[src/rtl/board_ram_arbiter.sv]
`default_nettype none
// ============================================================================
// board_ram_arbiter : round-robin burst arbiter for the shared board RAM
// Optional macro ARB_BOUNDS_CHECK_EN : suppress out-of-board accesses, add bound_err
// Rev 1.0
// ============================================================================
module board_ram_arbiter #(
  parameter int N_REQ        = 4,
  parameter int READ_LATENCY = 2,
  parameter int MAX_BURST    = 16,
  parameter int BOARD_CELLS  = 200
) (
  input  logic               clk,
  input  logic               reset_n,
  input  logic [N_REQ-1:0]   req,
  input  logic [N_REQ-1:0]   lock,
  input  logic [N_REQ*8-1:0] addr,
  input  logic [N_REQ*6-1:0] wdata,
  input  logic [N_REQ-1:0]   wren,
  output logic [N_REQ-1:0]   gnt,
  output logic [N_REQ-1:0]   rvalid,
  output logic [5:0]         rdata,
  output logic [7:0]         ram_addr,
  output logic [5:0]         ram_data,
  output logic               ram_wren,
  input  logic [5:0]         ram_q,
  output logic               busy
`ifdef ARB_BOUNDS_CHECK_EN
  ,
  output logic               bound_err
`endif
);

  localparam int c_PAD = 4;
`ifdef ARB_BOUNDS_CHECK_EN
  localparam bit c_CHECK = 1'b1;
`else
  localparam bit c_CHECK = 1'b0;
`endif

  typedef enum logic [0:0] {IDLE = 1'b0, OWN = 1'b1} state_e;

  state_e     state_q, state_d;
  logic [1:0] ptr_q, ptr_d;
  logic [1:0] owner_q, owner_d;
  logic [7:0] burst_q, burst_d;
  logic [3:0] gnt_q, gnt_d;

  logic [READ_LATENCY-1:0] pv_q;
  logic [READ_LATENCY-1:0] pz_q;
  logic [1:0]              pi_q [READ_LATENCY];

  // Requester slots padded to four so a 2-bit owner index is always in range.
  logic [3:0] w_req, w_lock, w_wren;
  logic [7:0] w_addr  [c_PAD];
  logic [5:0] w_wdata [c_PAD];

  for (genvar gi = 0; gi < c_PAD; gi++) begin : g_pad
    if (gi < N_REQ) begin : g_live
      assign w_req[gi]   = req[gi];
      assign w_lock[gi]  = lock[gi];
      assign w_wren[gi]  = wren[gi];
      assign w_addr[gi]  = addr[8*gi +: 8];
      assign w_wdata[gi] = wdata[6*gi +: 6];
    end else begin : g_tie
      assign w_req[gi]   = 1'b0;
      assign w_lock[gi]  = 1'b0;
      assign w_wren[gi]  = 1'b0;
      assign w_addr[gi]  = 8'd0;
      assign w_wdata[gi] = 6'd0;
    end
  end

  logic       w_access, w_others, w_preempt, w_oob, w_pick_vld;
  logic [1:0] w_pick, w_ptr_nxt;
  logic [2:0] w_idx;

  assign w_access  = (state_q == OWN) && w_req[owner_q];
  assign w_others  = |(w_req & ~(4'b0001 << owner_q));
  assign w_preempt = w_access && !w_lock[owner_q] && (int'(burst_q) >= MAX_BURST) && w_others;
  assign w_oob     = c_CHECK && w_access && (int'(w_addr[owner_q]) >= BOARD_CELLS);
  assign w_ptr_nxt = (owner_q == 2'(N_REQ-1)) ? 2'd0 : owner_q + 2'd1;

  // Scan from the farthest slot back to the pointer so the nearest requester wins.
  always_comb begin
    w_pick     = 2'd0;
    w_pick_vld = 1'b0;
    w_idx      = 3'd0;
    for (int k = N_REQ-1; k >= 0; k--) begin
      w_idx = {1'b0, ptr_q} + 3'(k);
      if (w_idx >= 3'(N_REQ)) w_idx = w_idx - 3'(N_REQ);
      if (w_req[w_idx[1:0]]) begin
        w_pick     = w_idx[1:0];
        w_pick_vld = 1'b1;
      end
    end
  end

  always_comb begin
    state_d = state_q;
    ptr_d   = ptr_q;
    owner_d = owner_q;
    burst_d = burst_q;
    gnt_d   = gnt_q;
    unique case (state_q)
      IDLE: begin
        if (w_pick_vld) begin
          state_d = OWN;
          owner_d = w_pick;
          gnt_d   = 4'b0001 << w_pick;
          burst_d = 8'd1;
        end
      end
      OWN: begin
        if (!w_req[owner_q] || w_preempt) begin
          state_d = IDLE;
          gnt_d   = 4'd0;
          ptr_d   = w_ptr_nxt;
        end else if (burst_q != 8'hFF) begin
          burst_d = burst_q + 8'd1;
        end
      end
      default: ;
    endcase
  end

  always_ff @(posedge clk or negedge reset_n) begin
    if (!reset_n) begin
      state_q <= IDLE;
      ptr_q   <= 2'd0;
      owner_q <= 2'd0;
      burst_q <= 8'd0;
      gnt_q   <= 4'd0;
    end else begin
      state_q <= state_d;
      ptr_q   <= ptr_d;
      owner_q <= owner_d;
      burst_q <= burst_d;
      gnt_q   <= gnt_d;
    end
  end

  // Read-return pipeline: one slot per cycle of RAM latency.
  always_ff @(posedge clk or negedge reset_n) begin
    if (!reset_n) begin
      pv_q <= '0;
      pz_q <= '0;
      for (int s = 0; s < READ_LATENCY; s++) pi_q[s] <= 2'd0;
    end else begin
      pv_q[0] <= w_access && !w_wren[owner_q];
      pz_q[0] <= w_oob;
      pi_q[0] <= owner_q;
      for (int s = 1; s < READ_LATENCY; s++) begin
        pv_q[s] <= pv_q[s-1];
        pz_q[s] <= pz_q[s-1];
        pi_q[s] <= pi_q[s-1];
      end
    end
  end

  for (genvar gr = 0; gr < N_REQ; gr++) begin : g_rv
    assign rvalid[gr] = pv_q[READ_LATENCY-1] && (pi_q[READ_LATENCY-1] == 2'(gr));
  end

  assign rdata = (pv_q[READ_LATENCY-1] && pz_q[READ_LATENCY-1]) ? 6'd0 : ram_q;

  always_comb begin
    ram_addr = 8'd0;
    ram_data = 6'd0;
    ram_wren = 1'b0;
    if (state_q == OWN) begin
      ram_addr = w_oob ? 8'd0 : w_addr[owner_q];
      ram_data = w_wdata[owner_q];
      ram_wren = w_access && w_wren[owner_q] && !w_oob;
    end
  end

  assign gnt  = gnt_q[N_REQ-1:0];
  assign busy = (state_q == OWN);

`ifdef ARB_BOUNDS_CHECK_EN
  assign bound_err = w_oob;
`endif

endmodule
`default_nettype wire

[config.mk]
export PLATFORM = sky130hd
export DESIGN_NAME = board_ram_arbiter
export DESIGN_NICKNAME = d
export VERILOG_FILES = /design/src/rtl/board_ram_arbiter.sv
export SDC_FILE = /design/constraint.sdc
export NUM_CORES = 1
export LEC_CHECK = 0
export BUFFER_PORTS_ARGS = -buffer_cell sky130_fd_sc_hd__buf_2
export CORE_MARGIN = 5
export CORE_UTILIZATION = 40
export DETAILED_ROUTE_END_ITERATION = 6
export GPL_ROUTABILITY_DRIVEN = 1
export HOLD_SLACK_MARGIN = 0.03
export PLACE_DENSITY = 0.86
export SLEW_MARGIN = 0
export SYNTH_ARGS = -nofsm -noshare
export SYNTH_HDL_FRONTEND = slang
export SYNTH_SLANG_ARGS = --single-unit
[constraint.sdc]
create_clock -name clk -period 2.6 [get_ports clk]
set_clock_uncertainty 0.2 [all_clocks]
set_input_delay 0.52 -clock clk [delete_from_list [all_inputs] [get_ports clk]]
set_output_delay 0.52 -clock clk [all_outputs]
set_load 0.01 [all_outputs]
Yosys cells after proc, flatten, opt, wreduce, memory -nomap -nowiden:

Index checks and enable logic that the tools add are counted.
Widths: inputs -> output; s select.

* register bits after elaboration: 23
* input bits: 76
* output and inout port bits: 30
* word-level logic and storage cells: 109

* add/subtract/negate cells: 9
* $lt $le $gt $ge: 11
* eq/ne operators: 9
* shift-type cells: 2
* multiplexer cells: 46
* bitwise operators: 4
* reduce and logical (&&, ||, !) cells: 20

Operators with widths (count)
* $mux 8: 6
* $mux 2: 9
* $mux 6: 3
* $bmux 8 s2: 1
* $pmux 8 s2: 1
* $lt 2x3->1 const B: 5
* $bmux 1 s2: 7
* $mux 1: 14
* $bmux 6 s2: 1
* $ge 3x3->1 const B: 4
* $logic_and 1x1->1: 10
* $add 8x1->8 const B: 1
* $ge 8x5->1 const B: 1
* $mux 4: 2
* $ne 8x8->1 const B: 1
* $pmux 4 s2: 1
* $shl 1x2->4 const A: 2
* $sub 2x1->2 const B: 4
* $add 2x2->3 const B: 2
* $eq 2x2->1 const B: 3
* $reduce_and 2->1: 3
* $and 4x4->4: 1
* $ne 2x1->1 const B: 2
* $ne 2x2->1 const B: 2
* other kinds (13): 15

Longest topological paths before layout:

* depth in word-level cells: 12
* gate-level depth with buffers: 10
* mapped depth without buffers: 7

Worst setup path before layout:

OpenSTA, ideal clock, no wires.

* path kind: reg-to-reg
* start point: reg owner_q[0]
* end point: reg burst_q[6]
* library setup time: 0.122 ns
* arrival: 2.284 ns
* required time: 2.278 ns
* setup slack: -0.005 ns
* stages on the path, launching flop included: 11
* buffers on the path: 3
* clock period less this slack: 2.605 ns
* path through: dfrtp_1 > buf_4 > buf_2 > inv_1 > ha_1 > or2b_1 > o2111a_1 > o311ai_2 > buf_6 > o31ai_2 > a32o_1

* longest elaborated chain between the ends: 9
* elaborated cells between the ends (all ways): 17
* classes of those cells: 1 x eq/ne; 1 x shift; 4 x mux; 2 x bitwise; 9 x reduce/logical

Ends and longest elaborated chain
* start: declaration: line 45 `logic [1:0] owner_q, owner_d;`
* start signal: assignment: line 137 `owner_q <= owner_d;`
* $bmux 1 s2, on equally long branches: line 78, 115, 80
* $mux 1, on equally long branches: line 78, 115, 80
* $logic_and 1x1->1 or $logic_not 1->1 (tied branches): line 78, 80
* $logic_and 1x1->1 (3 in a row): line 80 `assign w_preempt = w_access && !w_lock[owner_q] && (int'(burst_q) >= MAX_BURST) && w_others;`
* $logic_or 1x1->1 *: line 115 `if (!w_req[owner_q] || w_preempt) begin`
* $ne 2x2->1 (no source line) *
* $reduce_and 3->1 (no source line) *
* end signal: assignment: line 138 `burst_q <= burst_d;`
* end: declaration: line 46 `logic [7:0] burst_q, burst_d;`

Every way passes the cells marked *; elsewhere a longest branch is shown, timed or not. The select of a mux whose other input is x is not followed.
A chain may end at the register's enable or synchronous reset.

Worst setup path after layout:

* start point: reg owner_q[0]
* end point: out ram_addr[7]

* longest elaborated chain between the ends: 5

Ends and longest elaborated chain
* $not 2->3 (not written as such): line 172 `ram_addr = w_oob ? 8'd0 : w_addr[owner_q];`
* $bmux 8 s2: line 172
* $mux 8 (not written as such) (2 in a row): line 172
* $mux 8: line 171 `if (state_q == OWN) begin`
* end: declaration: line 23 `output logic [7:0] ram_addr,`

Every way passes these cells. The select of a mux whose other input is x is not followed.

==> flow_metrics.tcl <==
set metrics [dict create \
    setup_viol 0 \
    die_h_um 77.2 \
    clk_path_buf_depth 2 \
    h-tree-depth 1 \
    netlist.area_leader.share 0.319 \
    dp_hpwl_um 3860 \
    slew_viol_final 0 \
    synth_top_area_cell "dfrtp_1" \
    cts_sinks 23 \
    ys_types 48 \
    rsz0062_at_grt "no" \
    antenna_found_initial 0 \
    layout-drive-gt1-share 0.527 \
    arrival_ns 1.74 \
    vias 1599 \
    whs_ns 0.0194 \
    drc 0 \
    synthCells 157 \
    dieArea_mm2 0.00596 \
    syn_area_per_cell_um2 11.5 \
    numCtsBuffers 3 \
    min_period_over_period 0.946 \
    regArea_um2 577 \
    finalHoldViolCount 0 \
    syn_to_final_growth_pct 29.5 \
    first_global_vias 1683 \
    row_count 24 \
    cp-start-kind "register" \
    drt_first_pass_iters 4 \
    diodes 0 \
    min_period_ns 2.46 \
    cts_tree "yes" \
    grt_pass1_wl_um 7840 \
    netlist_top_cells_count "23 x dfrtp_1, 14 x and2_1, 12 x mux4_2, 11 x inv_1" \
    overflow 0 \
    wl_per_cell_um 15.8 \
    synth.area.top_cells "dfrtp_1 32%, mux4_2 15%, mux4_1 7.3%, and2_1 4.8%, ha_1 4.2%" \
    antenna_left 0 \
    p_leak_nw 1.17 \
    ys.flop_type "dfrtp_1" \
    worstMarginPinSlew_ns 0.515 \
    yosysWarnings 0 \
    power_density_mw_per_mm2 953 \
    syn_nets 239 \
    clock_tree.root_cell "clkbuf_8" \
    drt-initial-drc-count 54 \
    crit_fanout 15 \
    status "finished, final reports clean" \
    synth_enable_flop_cells 0 \
    ios 106 \
    syn_area_mm2 0.00181 \
    fin_nets 328 \
    max_freq_mhz 406 \
    insertion_delay_ns 0.26 \
    ir_drop_mv 0.525 \
    seq_area_frac_synth 0.319 \
    initial_core_util 0.415 \
    vias_per_cell 5.38 \
    yosysMostFrequentCell "dfrtp_1" \
    coreArea_mm2 0.00435 \
    multiInputGateArea_mm2 0.00109 \
    max_cap_viol_count 0 \
    ys_ff_latch 23 \
    max-slew-margin-rel 0.657 \
    timing_worst_setup_path_type "register to output port" \
    crit_required_ns 1.88 \
    totalWireLength_um 4680 \
    grt_use_total 0.161 \
    gp_congestion 0.894 \
    fill_cells 392 \
    io_buffer_count 93 \
    grt_max_degree 24 \
    die_x_um 77.2 \
    fin_setup_tns_ns 0 \
    hold_class "input pin to asynchronous set/reset pin" \
    worst_setup_path_end_kind "output port" \
    finalPower_mw 2.23 \
    ys_async_sr_fraction 1.00 \
    cts_setup_buffers 0 \
    clk_pin_slew_ns 0.08 \
]
==> logic make-up after synthesis <==
family,after synthesis,synth area share
buffers and inverters,25,0.0755
AOI/OAI and AO/OA,30,0.157
adders and majority gates,6,0.0416
muxes,19,0.235
DFF,23,0.319
and+or+nand+nor,54,0.172
==> layout make-up <==
| cell class | instances | area share |
|---|---|---|
| Multi-Input combinational cell | 109 | 0.468 |
| Sequential cell | 23 | 0.247 |
| Clock buffer | 3 | 0.0176 |
| Timing Repair Buffer | 98 | 0.220 |
| Clock inverter | 1 | 0.00214 |
| Tap cell | 52 | 0.0278 |
| Inverter | 11 | 0.0176 |
==> timing repair <==
action                     CTS  global route
setup endpoints to repair    0             1
hold buffers                 0             0
gates resized for setup      0             1
==> path summary, 6_finish.rpt <==
path	start	end	slack, ns	cells after the start
max	owner_q[0]$_DFFE_PN0P_	ram_addr[7]	0.14	4
min	reset_n	pv_q[1]$_DFF_PN0_	0.02	1
max reg2reg	owner_q[1]$_DFFE_PN0P_	burst_q[0]$_DFFE_PN0P_	0.30	8
min reg2reg	pi_q[2]$_DFF_PN0_	pi_q[0]$_DFF_PN0_	0.15	0
max in group asynchronous	reset_n	owner_q[0]$_DFFE_PN0P_	1.80	1
min in group clk	pi_q[2]$_DFF_PN0_	pi_q[0]$_DFF_PN0_	0.15	0
==> flip-flops by register name, summed over array words and instances (netlist names) <==
signal,cells
busy,1
ptr_q,2
pv_q,2
pi_q,4
gnt,4
burst_q,8
owner_q,2
==> power by group <==
part           switching, mW  leakage (nW)  internal, mW
Sequential             0.154         0.293         0.499
Clock                  0.110        0.0255         0.107
Combinational          0.657         0.851         0.703
==> per-stage QoR <==
stage / instances / utilization / area [um2] / setup slack [ns]
global route: 297 / 0.537 / 2340 / 0.0461
floorplan: 157 / - / 1810 / 0.0332
CTS: 297 / 0.537 / 2340 / 0.0566
finish: 297 / 0.537 / 2340 / 0.139
detailed placement: 293 / 0.526 / 2290 / 0.287
global placement: 293 / 0.526 / 2290 / 0.335
==> cells in the final DEF (no fill, tap or decap), drive strengths merged, types with 4 or more instances in the layout <==
master  instances
buf            98
dfrtp          23
mux4           17
and2           14
inv            11
nand2           8
nor2            7
ha              6
nand3           5
a32o            5
o211ai          4
or3             4
==> worst max-delay path, cell delays in order, from the launching register on <==
cell	delay [ns]
dfrtp_2	0.43
buf_12	0.18
mux4_1	0.56
and2_1	0.17
buf_2	0.14
==> metal layers <==
layer | track usage | vias up | routed length [um]
met2 | 0.279 | 51 | 2500
met1 | 0.196 | 779 | 1870
met5 | 0 | - | 0
li1 | - | 758 | -
met3 | 0.0398 | 11 | 221
met4 | 0.0464 | 0 | 94
No activity file was read; power rests on OpenSTA's default activity.
